--- config.mk ---
export PLATFORM = sky130hd
export DESIGN_NAME = chip8_alu_dispatch
export DESIGN_NICKNAME = d
export VERILOG_FILES = /design/src/rtl/chip8_alu_dispatch.sv
export SDC_FILE = /design/constraint.sdc
export NUM_CORES = 1
export LEC_CHECK = 0
export BUFFER_PORTS_ARGS = -buffer_cell sky130_fd_sc_hd__buf_4
export CAP_MARGIN = 20
export CORE_MARGIN = 10
export CORE_UTILIZATION = 50
export DETAILED_ROUTE_END_ITERATION = 10
export PLACE_DENSITY = 0.84
export SLEW_MARGIN = 20
export SYNTH_ARGS = -nofsm -noshare
export SYNTH_HDL_FRONTEND = slang
export SYNTH_SLANG_ARGS = --single-unit
export TNS_END_PERCENT = 20
--- constraint.sdc ---
create_clock -name clk_in -period 2.88 [get_ports clk_in]
set_input_delay 0.576 -clock clk_in [delete_from_list [all_inputs] [get_ports clk_in]]
set_output_delay 0.576 -clock clk_in [all_outputs]
set_load 0.02 [all_outputs]
--- src/rtl/chip8_alu_dispatch.sv ---
// rtl/chip8_alu_dispatch.sv - CHIP-8 ALU request/done initiator and writeback sequencer
//
// Purpose:
//   Accepts one decoded arithmetic / logic / skip / I-add instruction with its
//   operand values, drives the ALU through reset -> issue -> done-wait and then
//   emits a single-cycle writeback bundle (VX, VF, I, skip).
//
// Ports:
//   clk_in, rst_in            clock, synchronous active-high reset
//   cmd_valid / cmd_ready     instruction handshake (ready only when idle)
//   cmd_opcode, cmd_vx,
//   cmd_vy, cmd_i             raw opcode and operand values
//   alu_rst, alu_req          ALU reset and request bundle (stable during issue)
//   alu_result, alu_result_long,
//   alu_overflow, alu_done    ALU response (done is sticky until alu_rst)
//   wb_*                      one-cycle writeback bundle, all zero outside WB
//
// Parameters:
//   TIMEOUT_CYCLES            max issue cycles waiting for alu_done (min 4)
//
// Configuration macro:
//   CHIP8_VF_RESET_QUIRK_EN   when defined, 8XY1/8XY2/8XY3 also clear VF

package chip8_alu_pkg;

    typedef enum logic [3:0] {
        ALU_NOP  = 4'd0,
        ALU_ADD  = 4'd1,
        ALU_SUB  = 4'd2,
        ALU_AND  = 4'd3,
        ALU_OR   = 4'd4,
        ALU_XOR  = 4'd5,
        ALU_SHR  = 4'd6,
        ALU_SHL  = 4'd7,
        ALU_SE   = 4'd8,
        ALU_SNE  = 4'd9,
        ALU_ADDL = 4'd10
    } alu_op_e;

    typedef struct packed {
        alu_op_e     op;
        logic [7:0]  operand_a;
        logic [7:0]  operand_b;
        logic [11:0] operand_b_long;
    } alu_input;

endpackage

module chip8_alu_dispatch
    import chip8_alu_pkg::*;
#(
    parameter int TIMEOUT_CYCLES = 15
) (
    input  logic        clk_in,
    input  logic        rst_in,
    input  logic        cmd_valid,
    output logic        cmd_ready,
    input  logic [15:0] cmd_opcode,
    input  logic [7:0]  cmd_vx,
    input  logic [7:0]  cmd_vy,
    input  logic [15:0] cmd_i,
    output logic        alu_rst,
    output alu_input    alu_req,
    input  logic [7:0]  alu_result,
    input  logic [15:0] alu_result_long,
    input  logic        alu_overflow,
    input  logic        alu_done,
    output logic        wb_valid,
    output logic        wb_vx_en,
    output logic [3:0]  wb_vx_idx,
    output logic [7:0]  wb_vx_data,
    output logic        wb_vf_en,
    output logic [7:0]  wb_vf_data,
    output logic        wb_i_en,
    output logic [15:0] wb_i_data,
    output logic        wb_skip,
    output logic        wb_illegal,
    output logic        wb_timeout
);

`ifdef CHIP8_VF_RESET_QUIRK_EN
    localparam bit VF_QUIRK = 1'b1;
`else
    localparam bit VF_QUIRK = 1'b0;
`endif

    localparam int CNT_W = $clog2(TIMEOUT_CYCLES + 1);
    localparam logic [CNT_W-1:0] CNT_LAST = CNT_W'(TIMEOUT_CYCLES - 1);

    typedef enum logic [1:0] {
        ST_IDLE  = 2'd0,
        ST_ISSUE = 2'd1,
        ST_WB    = 2'd2
    } state_e;

    // Only I[11:0] feeds the ALU long operand.
    logic unused_i_hi;
    assign unused_i_hi = ^cmd_i[15:12];

    // ------------------------------------------------------------------
    // Opcode decode (combinational on the offered command)
    // ------------------------------------------------------------------
    alu_input   dec_req;
    logic       dec_vx_wr;
    logic       dec_vf_wr;
    logic       dec_vf_zero;
    logic       dec_i_wr;
    logic       dec_skip;
    logic       dec_bypass;
    logic       dec_illegal;
    logic [7:0] nn;
    logic [3:0] n_lo;

    assign nn   = cmd_opcode[7:0];
    assign n_lo = cmd_opcode[3:0];

    always_comb begin
        dec_req             = '0;
        dec_req.operand_a   = cmd_vx;
        dec_vx_wr           = 1'b0;
        dec_vf_wr           = 1'b0;
        dec_vf_zero         = 1'b0;
        dec_i_wr            = 1'b0;
        dec_skip            = 1'b0;
        dec_bypass          = 1'b0;
        dec_illegal         = 1'b0;
        case (cmd_opcode[15:12])
            4'h3: begin
                dec_req.op        = ALU_SE;
                dec_req.operand_b = nn;
                dec_skip          = 1'b1;
            end
            4'h4: begin
                dec_req.op        = ALU_SNE;
                dec_req.operand_b = nn;
                dec_skip          = 1'b1;
            end
            4'h5: begin
                if (n_lo == 4'h0) begin
                    dec_req.op        = ALU_SE;
                    dec_req.operand_b = cmd_vy;
                    dec_skip          = 1'b1;
                end else begin
                    dec_illegal = 1'b1;
                end
            end
            4'h9: begin
                if (n_lo == 4'h0) begin
                    dec_req.op        = ALU_SNE;
                    dec_req.operand_b = cmd_vy;
                    dec_skip          = 1'b1;
                end else begin
                    dec_illegal = 1'b1;
                end
            end
            4'h7: begin
                dec_req.op        = ALU_ADD;
                dec_req.operand_b = nn;
                dec_vx_wr         = 1'b1;
            end
            4'h8: begin
                dec_req.operand_b = cmd_vy;
                dec_vx_wr         = 1'b1;
                case (n_lo)
                    4'h0: dec_bypass = 1'b1;
                    4'h1, 4'h2, 4'h3: begin
                        dec_req.op  = (n_lo == 4'h1) ? ALU_OR :
                                      (n_lo == 4'h2) ? ALU_AND : ALU_XOR;
                        dec_vf_wr   = VF_QUIRK;
                        dec_vf_zero = 1'b1;
                    end
                    4'h4: begin
                        dec_req.op = ALU_ADD;
                        dec_vf_wr  = 1'b1;
                    end
                    4'h5: begin
                        dec_req.op = ALU_SUB;
                        dec_vf_wr  = 1'b1;
                    end
                    4'h7: begin
                        // Reverse subtract: VY - VX.
                        dec_req.op        = ALU_SUB;
                        dec_req.operand_a = cmd_vy;
                        dec_req.operand_b = cmd_vx;
                        dec_vf_wr         = 1'b1;
                    end
                    4'h6, 4'hE: begin
                        dec_req.op        = (n_lo == 4'h6) ? ALU_SHR : ALU_SHL;
                        dec_req.operand_b = 8'h01;
                        dec_vf_wr         = 1'b1;
                    end
                    default: begin
                        dec_vx_wr   = 1'b0;
                        dec_illegal = 1'b1;
                    end
                endcase
            end
            4'hF: begin
                if (nn == 8'h1E) begin
                    dec_req.op             = ALU_ADDL;
                    dec_req.operand_b_long = cmd_i[11:0];
                    dec_i_wr               = 1'b1;
                end else begin
                    dec_illegal = 1'b1;
                end
            end
            default: dec_illegal = 1'b1;
        endcase
        // Bypass and illegal paths never touch the ALU.
        if (dec_bypass || dec_illegal) begin
            dec_req = '0;
        end
    end

    // ------------------------------------------------------------------
    // State and latched command
    // ------------------------------------------------------------------
    state_e           state_q, state_d;
    logic [CNT_W-1:0] tmo_cnt_q, tmo_cnt_d;
    alu_input         req_q, req_d;
    logic [3:0]       x_idx_q, x_idx_d;
    logic             vx_wr_q, vx_wr_d;
    logic             vf_wr_q, vf_wr_d;
    logic             vf_zero_q, vf_zero_d;
    logic             i_wr_q, i_wr_d;
    logic             skip_q, skip_d;

    logic             wb_valid_q, wb_valid_d;
    logic             wb_vx_en_q, wb_vx_en_d;
    logic [3:0]       wb_vx_idx_q, wb_vx_idx_d;
    logic [7:0]       wb_vx_data_q, wb_vx_data_d;
    logic             wb_vf_en_q, wb_vf_en_d;
    logic [7:0]       wb_vf_data_q, wb_vf_data_d;
    logic             wb_i_en_q, wb_i_en_d;
    logic [15:0]      wb_i_data_q, wb_i_data_d;
    logic             wb_skip_q, wb_skip_d;
    logic             wb_illegal_q, wb_illegal_d;
    logic             wb_timeout_q, wb_timeout_d;

    logic             vf_flag;
    logic             vx_blocked;

    assign vf_flag    = vf_zero_q ? 1'b0 : alu_overflow;
    // VF as destination: the flag write takes priority over the result write.
    assign vx_blocked = vf_wr_q && (x_idx_q == 4'hF);

    always_comb begin
        state_d      = state_q;
        tmo_cnt_d    = tmo_cnt_q;
        req_d        = req_q;
        x_idx_d      = x_idx_q;
        vx_wr_d      = vx_wr_q;
        vf_wr_d      = vf_wr_q;
        vf_zero_d    = vf_zero_q;
        i_wr_d       = i_wr_q;
        skip_d       = skip_q;
        wb_valid_d   = 1'b0;
        wb_vx_en_d   = 1'b0;
        wb_vx_idx_d  = 4'h0;
        wb_vx_data_d = 8'h00;
        wb_vf_en_d   = 1'b0;
        wb_vf_data_d = 8'h00;
        wb_i_en_d    = 1'b0;
        wb_i_data_d  = 16'h0000;
        wb_skip_d    = 1'b0;
        wb_illegal_d = 1'b0;
        wb_timeout_d = 1'b0;
        case (state_q)
            ST_IDLE: begin
                if (cmd_valid) begin
                    req_d     = dec_req;
                    x_idx_d   = cmd_opcode[11:8];
                    vx_wr_d   = dec_vx_wr;
                    vf_wr_d   = dec_vf_wr;
                    vf_zero_d = dec_vf_zero;
                    i_wr_d    = dec_i_wr;
                    skip_d    = dec_skip;
                    tmo_cnt_d = '0;
                    if (dec_illegal) begin
                        state_d      = ST_WB;
                        wb_valid_d   = 1'b1;
                        wb_illegal_d = 1'b1;
                        wb_vx_idx_d  = cmd_opcode[11:8];
                    end else if (dec_bypass) begin
                        state_d      = ST_WB;
                        wb_valid_d   = 1'b1;
                        wb_vx_en_d   = 1'b1;
                        wb_vx_idx_d  = cmd_opcode[11:8];
                        wb_vx_data_d = cmd_vy;
                    end else begin
                        state_d = ST_ISSUE;
                    end
                end
            end
            ST_ISSUE: begin
                if (alu_done) begin
                    state_d      = ST_WB;
                    wb_valid_d   = 1'b1;
                    wb_vx_en_d   = vx_wr_q && !vx_blocked;
                    wb_vx_idx_d  = x_idx_q;
                    wb_vx_data_d = (vx_wr_q && !vx_blocked) ? alu_result : 8'h00;
                    wb_vf_en_d   = vf_wr_q;
                    wb_vf_data_d = vf_wr_q ? {7'b0, vf_flag} : 8'h00;
                    wb_i_en_d    = i_wr_q;
                    wb_i_data_d  = i_wr_q ? alu_result_long : 16'h0000;
                    wb_skip_d    = skip_q && alu_result[0];
                end else if (tmo_cnt_q == CNT_LAST) begin
                    state_d      = ST_WB;
                    wb_valid_d   = 1'b1;
                    wb_timeout_d = 1'b1;
                end else begin
                    tmo_cnt_d = tmo_cnt_q + CNT_W'(1);
                end
            end
            ST_WB: begin
                state_d = ST_IDLE;
            end
            default: begin
                state_d = ST_IDLE;
            end
        endcase
    end

    always_ff @(posedge clk_in) begin
        if (rst_in) begin
            state_q      <= ST_IDLE;
            tmo_cnt_q    <= '0;
            req_q        <= '0;
            x_idx_q      <= 4'h0;
            vx_wr_q      <= 1'b0;
            vf_wr_q      <= 1'b0;
            vf_zero_q    <= 1'b0;
            i_wr_q       <= 1'b0;
            skip_q       <= 1'b0;
            wb_valid_q   <= 1'b0;
            wb_vx_en_q   <= 1'b0;
            wb_vx_idx_q  <= 4'h0;
            wb_vx_data_q <= 8'h00;
            wb_vf_en_q   <= 1'b0;
            wb_vf_data_q <= 8'h00;
            wb_i_en_q    <= 1'b0;
            wb_i_data_q  <= 16'h0000;
            wb_skip_q    <= 1'b0;
            wb_illegal_q <= 1'b0;
            wb_timeout_q <= 1'b0;
        end else begin
            state_q      <= state_d;
            tmo_cnt_q    <= tmo_cnt_d;
            req_q        <= req_d;
            x_idx_q      <= x_idx_d;
            vx_wr_q      <= vx_wr_d;
            vf_wr_q      <= vf_wr_d;
            vf_zero_q    <= vf_zero_d;
            i_wr_q       <= i_wr_d;
            skip_q       <= skip_d;
            wb_valid_q   <= wb_valid_d;
            wb_vx_en_q   <= wb_vx_en_d;
            wb_vx_idx_q  <= wb_vx_idx_d;
            wb_vx_data_q <= wb_vx_data_d;
            wb_vf_en_q   <= wb_vf_en_d;
            wb_vf_data_q <= wb_vf_data_d;
            wb_i_en_q    <= wb_i_en_d;
            wb_i_data_q  <= wb_i_data_d;
            wb_skip_q    <= wb_skip_d;
            wb_illegal_q <= wb_illegal_d;
            wb_timeout_q <= wb_timeout_d;
        end
    end

    assign cmd_ready  = (state_q == ST_IDLE);
    assign alu_rst    = (state_q != ST_ISSUE);
    assign alu_req    = req_q;

    assign wb_valid   = wb_valid_q;
    assign wb_vx_en   = wb_vx_en_q;
    assign wb_vx_idx  = wb_vx_idx_q;
    assign wb_vx_data = wb_vx_data_q;
    assign wb_vf_en   = wb_vf_en_q;
    assign wb_vf_data = wb_vf_data_q;
    assign wb_i_en    = wb_i_en_q;
    assign wb_i_data  = wb_i_data_q;
    assign wb_skip    = wb_skip_q;
    assign wb_illegal = wb_illegal_q;
    assign wb_timeout = wb_timeout_q;

endmodule

## Word-level counts from Yosys, hierarchy flattened

Index checks and enable logic that the tools add are counted.

| storage, ports and cells | value |
|---|---|
| word-level logic and storage cells | 142 |
| bits in registers | 90 |
| output and inout port bits | 77 |

| cells by class | value |
|---|---|
| reduce and logical (&&, ||, !) cells | 24 |
| equality and inequality tests | 24 |
| muxes and demuxes | 63 |
| bitwise logic cells | 6 |
| add/subtract/negate cells | 1 |

Operators with widths:

| cell | number |
|---|---|
| two-way mux 8 bit | 8 |
| two-way mux 4 bit | 10 |
| two-way mux 32 bit | 1 |
| case mux 8 bit (2 select lines) | 2 |
| == test 4 x 3 -> 1 bit (second input constant) | 7 |
| case mux 4 bit (7 select lines) | 1 |
| == test 4 bit (second input constant) | 6 |
| two-way mux 12 bit | 2 |
| case mux 8 bit (3 select lines) | 1 |
| two-way mux 1 bit | 22 |
| case mux 4 bit (2 select lines) | 2 |
| OR reduction 3 bit | 5 |
| == test 4 x 2 -> 1 bit (second input constant) | 3 |
| case mux 3 bit (4 select lines) | 1 |
| two-way mux 2 bit | 5 |
| OR reduction 5 bit | 2 |
| OR reduction 9 bit | 1 |
| == test 8 x 5 -> 1 bit (second input constant) | 1 |
| case mux 1 bit (2 select lines) | 4 |
| OR reduction 2 bit | 4 |
| two-way mux 3 bit | 2 |
| != test 2 bit (second input constant) | 3 |
| NOT 1 bit | 6 |
| adder 4 x 1 -> 4 bit (second input constant) | 1 |
| 15 further kinds | 18 |

## Logic depth before layout (Yosys ltp)

Gate-level depths: netlist of the first run.

| logic depth | value |
|---|---|
| depth in word-level cells | 7 |
| gate-level depth with buffers | 7 |
| depth with buffers taken out | 7 |

## Worst setup path before layout of the first run

OpenSTA, ideal clock, no wires.

| path | value |
|---|---|
| path type | input -> register |
| start point | in cmd_opcode[13] |
| end point | reg req_q (netlist bit alu_req[28]) |
| required time | 2.763 ns |
| setup slack | 0.896 ns |
| cell stages on the path | 5 |
| data arrival time | 1.867 ns |
| cells stage by stage | buf_2 nor4b_1 a21oi_1 and2_4 a32o_1 |

| on the way | value |
|---|---|
| word-level cells in the longest chain between the ends | 5 |

Ends and longest elaborated chain:

| element | RTL line | RTL |
|---|---|---|
| from (decl) | 58 | `input logic [15:0] cmd_opcode,` |
| == test 4 x 3 -> 1 bit, or another cell as far along | 127 | `case (cmd_opcode[15:12])` |
| OR reduction 3 bit (no source line) / OR reduction 2 bit (equally long branches) | -- |  |
| case mux 1 bit (4 select lines) | 127 |  |
| logical OR 1 bit | 210 | `if (dec_bypass \|\| dec_illegal) begin` |
| two-way mux 32 bit * | 210 |  |
| to (signal assigned) | 349 | `req_q <= req_d;` |
| to (decl) | 220 | `alu_input req_q, req_d;` |

Mark *: on every way between the ends. The rest lies on a longest branch, timed or not.
A chain may end at the register's enable or synchronous reset.

## Worst setup path in the final report of the first run

| path | value |
|---|---|
| start point | in cmd_opcode[0] |
| end point | reg req_q (netlist bit alu_req[19]) |

| on the way | value |
|---|---|
| word-level cells in the longest chain between the ends | 6 |

Ends and longest elaborated chain:

| element | RTL line | RTL |
|---|---|---|
| == test 4 x 1 -> 1 bit, or another cell as far along | 164 | `case (n_lo)` |
| OR reduction 9 bit (no source line) | -- |  |
| two-way mux 1 bit | 164 |  |
| case mux 1 bit (4 select lines) | 127 |  |
| logical OR 1 bit | 210 |  |
| two-way mux 32 bit * | 210 |  |

Marks and branches as above.

==> impl_metrics.csv, run 1 <==
group,metric,value,unit
run_status,status,"complete, no violations",
timing,finalMaxSlewViolations,0,
synthesis,ys.flop_type,"dfxtp_1",
clock_tree,cts_hold_buf,0,
floorplan,die_y,102,microns
min_path,whs_endpoint,"wb_timeout",
critical_path,reg2reg_to,"wb_vx_data[7]",
synthesis,synthCells,350,
synthesis,yosysSeqAreaShare,48.9,%
floorplan,core-area,0.00646,sq mm
min_path,hp-start,"alu_done",
critical_path,worstSetupPathType,"input pin to flip-flop",
clock_tree,numCtsBuffers,9,
clock_tree,post_cts_resized,0,
drt,vias_per_cell,5.52,
critical_path,cp_max_fo,11,
clock_tree,htreeDepth,3,
timing,fin_skew,0.00720,ns
placement,dp.cells,553,
critical_path,cp-start-kind,"input pin",
global_routing,grt_pass1_vias,3147,
floorplan,initial_utilization,52.6,%
final_layout,area_growth,37.4,%
timing,finalHoldViolCount,0,
placement,port_buffers,142,
floorplan,io_pins,154,
timing,finalSetupTns,0,ns
clock_tree,clock_latency,0.35,ns
global_routing,grt_pass1_wl,15900,microns
synthesis,avgSynthCellArea,9.71,sq um
synthesis,netlist.area_leader.share,48.9,%
timing,period_minus_slack,2.04,ns
placement,gp_congestion,0.903,
clock_tree,cts_setup_buffers,0,
floorplan,die_w,102,microns
timing,min_period_over_period,70.8,%
critical_path,r2r_slack,1.05,ns
synthesis,async_reset_ff_share,0,%
pwr,power_leakage,0.00208,uW
clock_tree,cts_tree,"done",
min_path,hold_path_class,"input pin to flip-flop",
timing,rsz0062_at_grt,"false",
drt,num_vias,3142,
timing,slew_headroom,40.8,%
critical_path,arrival,2.29,ns
final_layout,drive_gt1_share,36.0,%
placement,place_ws,0.544,ns
final_layout,n_antenna_cell,0,
pwr,irDropWorstVdd,0.246,mV
final_layout,mostFrequentLayoutCells,"buf_4, dfxtp_1, nand2_1",
critical_path,crit_start,"cmd_opcode[0]",
timing,setup_ws,0.842,ns
synthesis,synth-edff-count,0,
synthesis,synth_cell_type_count,59,
final_layout,nNetsFinal,566,
synthesis,yosys-top-cells-area,"dfxtp_1, a22o_1, nand2_1",
drt,route.detailed.drc,0,
min_path,holdPathStages,2,
drt,wirelength,10500,microns
timing,worstMarginPinSlew,0.885,ns
final_layout,final_common_cell,"buf_4",
critical_path,critPathCaptureType,"flip-flop",
pwr,power_density,484,mW/mm^2
synthesis,syn_area,0.00340,sq mm
clock_tree,ctsRootBufferMaster,"clkbuf_8",
clock_tree,cts_buffer_depth,2,
final_layout,layoutNonFillerInstCount,569,
flow_run,max_cap_violations,0,
clock_tree,cts_sinks,83,
clock_tree,clkTransAtPathRegs,0.08,ns
pwr,power,2260,uW
synthesis,yosys_register_bits,83,
timing,finalSetupViolations,0,
global_routing,grt_max_degree,39,
floorplan,core.rowCount,29,
timing,clock.fmax,0.491,GHz
global_routing,antenna_found_initial,0,
critical_path,crit_required,3.13,ns
drt,antenna_left,0,
global_routing,grt_overflow,0,
drt,drt-wirelength-per-cell,18.4,microns
drt,initialDrtViolationCount,166,
synthesis,yosysWarnings,0,
drt,drtPass1Iterations,5,
timing,hold_ws,0.417,ns
critical_path,ff2ff_path_depth,5,
synthesis,yosys.area.top_type,"dfxtp_1",
critical_path,r2r_start,"state_q[0]",
floorplan,die_area,0.0105,sq mm
placement,dpl.hpwl,8150,microns
global_routing,grt_use_total,19.1,%
worst max-delay path, cell delays in order:
cell      delay [ns]
buf_4           0.15
or4_4           0.55
nor4b_1         0.36
o21bai_2        0.26
a222oi_1        0.14
o21ai_0         0.24
final cells by class:
class / instances / area [sq um]
Inverter: 7 / 26.3
Sequential cell: 83 / 1660
Clock buffer: 11 / 131
Fill cell: 510 / 1790
Tap cell: 77 / 96.3
Clock inverter: 5 / 61.3
Timing Repair Buffer: 148 / 1110
Multi-Input combinational cell: 238 / 1580
flip-flops by register name, summed over array words and instances, names as in the netlist, 2 cells and up:
name,cells
state_q,2
x_idx_q,4
alu_req,32
wb_vx_idx,4
wb_vx_data,8
wb_i_data,16
tmo_cnt_q,4
cells by family (layout without fill, tap and decap cells):
family,after synthesis,count (layout),synth area share [%]
simple gates,124,124,20.9
mux,8,8,2.36
fa+ha+maj,2,2,0.736
buf+inv,35,171,5.37
flops,83,83,48.9
compound gates,92,92,20.3
xor+xnor,5,5,1.29
other cells,1,7,0.110
Yosys cell counts, drive strengths merged, types with 2 or more instances:
| master | number |
|---|---|
| or2 | 2 |
| buf | 17 |
| mux2i | 8 |
| and2 | 3 |
| nor3b | 3 |
| nand3b | 10 |
| a21oi | 15 |
| or4 | 2 |
| nor4b | 3 |
| nand2 | 31 |
| ha | 2 |
| o32ai | 2 |
| o31ai | 9 |
| nand2b | 4 |
| o21ai | 11 |
| a32o | 3 |
| clkbuf | 11 |
| nand3 | 5 |
| nor2 | 25 |
| or3 | 2 |
| inv | 7 |
| dfxtp | 83 |
| a222oi | 7 |
| xnor2 | 5 |
| a211oi | 3 |
| nor3 | 6 |
| a22oi | 9 |
| a31oi | 5 |
| and3 | 18 |
| and3b | 2 |
| nor2b | 4 |
| a22o | 18 |
| nor4 | 3 |
routing by layer:
layer	part of all wire [%]	GRT usage (%)	up-vias
li1	-	-	1544
met5	0	0	-
met2	48	31.6	120
met3	7.0	4.99	13
met1	43	22.8	1465
met4	1.6	8.35	0
power breakdown:
| part | leakage, uW | switching, uW | internal [uW] |
|---|---|---|---|
| Clock | 0.0000862 | 415 | 404 |
| Sequential | 0.000671 | 8.50 | 1160 |
| Combinational | 0.00132 | 148 | 122 |
| Total | 0.00208 | 571 | 1690 |
worst max-delay path by stage:
stage | to | cells after the start
after floorplan | alu_req[28] | 5
after global placement | alu_req[19] | 6
after detailed placement | alu_req[19] | 6
after CTS | alu_req[19] | 6
after global routing | alu_req[19] | 6
final | alu_req[19] | 6
stage by stage:
stage	utilization, %	area, sq um
after floorplan	-	3420
after global placement	69.3	4480
after detailed placement	69.3	4480
after CTS	72.3	4670
after global routing	72.3	4670
final	72.3	4670
No activity file was read; power rests on OpenSTA's default activity.
==> run 2, diff against run 1 <==
--- a/config.mk
+++ b/config.mk
@@ -8,9 +8,9 @@
 export BUFFER_PORTS_ARGS = -buffer_cell sky130_fd_sc_hd__buf_4
 export CAP_MARGIN = 20
 export CORE_MARGIN = 10
-export CORE_UTILIZATION = 50
+export CORE_UTILIZATION = 42
 export DETAILED_ROUTE_END_ITERATION = 10
-export PLACE_DENSITY = 0.84
+export PLACE_DENSITY = 0.76
 export SLEW_MARGIN = 20
 export SYNTH_ARGS = -nofsm -noshare
 export SYNTH_HDL_FRONTEND = slang
==> constraint.sdc (replaced) <==
create_clock -name clk_in -period 1.8 [get_ports clk_in]
set_input_delay 0.36 -clock clk_in [delete_from_list [all_inputs] [get_ports clk_in]]
set_output_delay 0.36 -clock clk_in [all_outputs]
set_load 0.02 [all_outputs]
==> run 2 against run 1 <==
Clock-buffer cell count is 2 lower; routed wire length increased by 2.9%; sequential power increased by 60%; global-route usage down 1.9 points; largest cell class unchanged; highest routed layer unchanged.
==> impl_metrics.csv, run 2 (synthesis gave the netlist of run 1 again) <==
group,metric,value,unit
floorplan,die_y,110,microns
critical_path,r2r_start,"tmo_cnt_q[0]",
pwr,p_clk_share,36.3,%
critical_path,cp.buffers_inverters,1,
final_layout,area_growth,46.6,%
final_layout,multi_input_comb_area,0.00159,sq mm
final_layout,layoutNonFillerInstCount,627,
global_routing,grtUsageMet1,19.3,%
critical_path,cp-start-kind,"input pin",
drt,antenna_left,0,
final_layout,n_antenna_cell,0,
final_layout,final_common_cell,"buf_4",
placement,port_buffers,142,
global_routing,grt_pass1_wl,16600,microns
pwr,power_density,742,mW/mm^2
clock_tree,cts_buffer_depth,2,
critical_path,cp_max_fo,7,
flow_run,max_cap_violations,0,
pwr,combPwrFrac,13.0,%
critical_path,arrival,1.98,ns
placement,dp.cells,611,
global_routing,grt_use_total,17.2,%
critical_path,reg2reg_to,"tmo_cnt_q[2]",
final_layout,drive_gt1_share,40.6,%
clock_tree,numCtsBuffers,9,
floorplan,core.rowCount,32,
critical_path,ff2ff_path_depth,7,
clock_tree,clock_latency,0.37,ns
placement,gp_congestion,0.847,
critical_path,crit_required,2.07,ns
final_layout,utilization,63.8,%
critical_path,worstPathCellList,"buf_4 > or4_4 > nor4b_1 > o21bai_2 > a222oi_1 > o21ai_0",
timing,finalSetupViolations,0,
clock_tree,cts_tree,"done",
drt,drt-wirelength-per-cell,17.2,microns
timing,period_minus_slack,1.71,ns
global_routing,grt_util_met2,28.5,%
clock_tree,cts_sinks,83,
min_path,hold_path_class,"input pin to flip-flop",
final_layout,mostFrequentLayoutCells,"buf_4, dfxtp_1, nand2_1",
min_path,holdPathStages,2,
global_routing,grt_pass1_vias,3414,
clock_tree,clkTransAtPathRegs,0.09,ns
timing,finalHoldViolCount,0,
drt,drtPass1Iterations,4,
final_layout,nNetsFinal,599,
critical_path,crit_path_max_incr_delay,0.53,ns
clock_tree,ctsRootBufferMaster,"clkbuf_8",
drt,wirelength,10800,microns
floorplan,die_area,0.0121,sq mm
final_layout,seq_area,0.00166,sq mm
placement,dpl.hpwl,8520,microns
drt,initialDrtViolationCount,297,
clock_tree,htreeDepth,3,
pwr,power_leakage,0.00226,uW
final_layout,largest_reg_flops,32,
pwr,irDropWorstVdd,0.464,mV
drt,route.detailed.drc,0,
pwr,swShare,28.4,%
critical_path,critical_path.top_delay_family,"simple AND/OR/NAND/NOR gates",
timing,rsz0062_at_grt,"false",
floorplan,core-area,0.00781,sq mm
drt,num_vias,3294,
min_path,whs_endpoint,"wb_timeout",
global_routing,grtUsageMet3,6.44,%
final_layout,filler_cell_count,653,
floorplan,initial_utilization,43.5,%
critical_path,critPathCaptureType,"flip-flop",
pwr,p_seq_share,50.7,%
floorplan,io_pins,154,
global_routing,grt_overflow,0,
min_path,hp-start,"alu_done",
critical_path,worstSetupPathType,"input pin to flip-flop",
timing,finalMaxSlewViolations,0,
global_routing,antenna_found_initial,0,
timing,clock.fmax,0.585,GHz
pwr,p_sw,1050,uW
floorplan,die_w,110,microns
pwr,internal_power,2650,uW
critical_path,r2r_slack,0.26,ns
timing,min_period_over_period,95.0,%
global_routing,busiest_layer,"met2",
timing,fin_skew,0.0124,ns
drt,vias_per_cell,5.25,
critical_path,crit_path_top_delay_cell,"or4_4",
global_routing,grt_max_degree,22,
run_status,status,"complete, no violations",
pwr,power,3700,uW
## run 2: cell count changes in the layout (fill, tap and decap cells not counted), sizes merged
cell | previous run | this run
buf | 148 | 181
bufinv | 1 | 0
clkbuf | 11 | 9
clkinv | 0 | 2
clkinvlp | 3 | 0
inv | 8 | 12
## run 2: routing by layer
metal	part of all wire [%]	routed length, microns
met1	39	4250
met2	48	5130
met3	10	1120
met4	2.7	294
met5	0	0
## run 2: how the worst max path moves through the flow
stage | startpoint | endpoint | depth (start not counted)
global placement | cmd_opcode[0] | alu_req[19] | 6
finish | cmd_opcode[0] | alu_req[17] | 6
CTS | state_q[0] | alu_rst | 3
global route | state_q[0] | alu_rst | 3
detailed placement | cmd_opcode[0] | alu_req[13] | 6
floorplan | cmd_opcode[13] | alu_req[28] | 5
## run 2: power groups by stage
stage               registers [uW]  clock network (uW)  logic, uW
finish                        1870                1340        482
global route                  1880                1450        524
CTS                           1870                1370        482
detailed placement            1920                   0        480
global placement              1920                   0        473
floorplan                     1930                   0        215
## run 2: metrics by stage
stage	setup WS (ns)	instance area (sq um)	setup TNS [ns]	hold WS, ns
finish	0.0907	4980	0	0.177
global route	0.0414	4980	0	0.179
CTS	0.0382	4980	0	0.169
detailed placement	-0.182	4780	-4.17	0.432
global placement	-0.156	4780	-3.70	0.429
floorplan	0.0320	3420	0	0.408
## run 2: cell type report
class | instances | area share, %
Sequential cell | 83 | 33.3
Multi-Input combinational cell | 238 | 31.8
Timing Repair Buffer | 181 | 27.8
Tap cell | 102 | 2.56
Clock buffer | 9 | 2.48
Clock inverter | 7 | 1.53
Inverter | 7 | 0.527
## run 2: worst register-to-register path: stages, from the launching register on
cell and delay [ns]:
dfxtp_1 0.38, inv_1 0.09, ha_1 0.22, a31oi_1 0.23, a21oi_1 0.16, nor2b_1 0.16, xnor2_1 0.13, nor3_1 0.06
## run 2: repair_timing
item / in CTS / in global routing
hold buffers: 0 / 0
buffers inserted: 0 / 0
resized for setup: 0 / 1
setup endpoints to repair: 0 / 1
hold endpoints to repair: 0 / 0
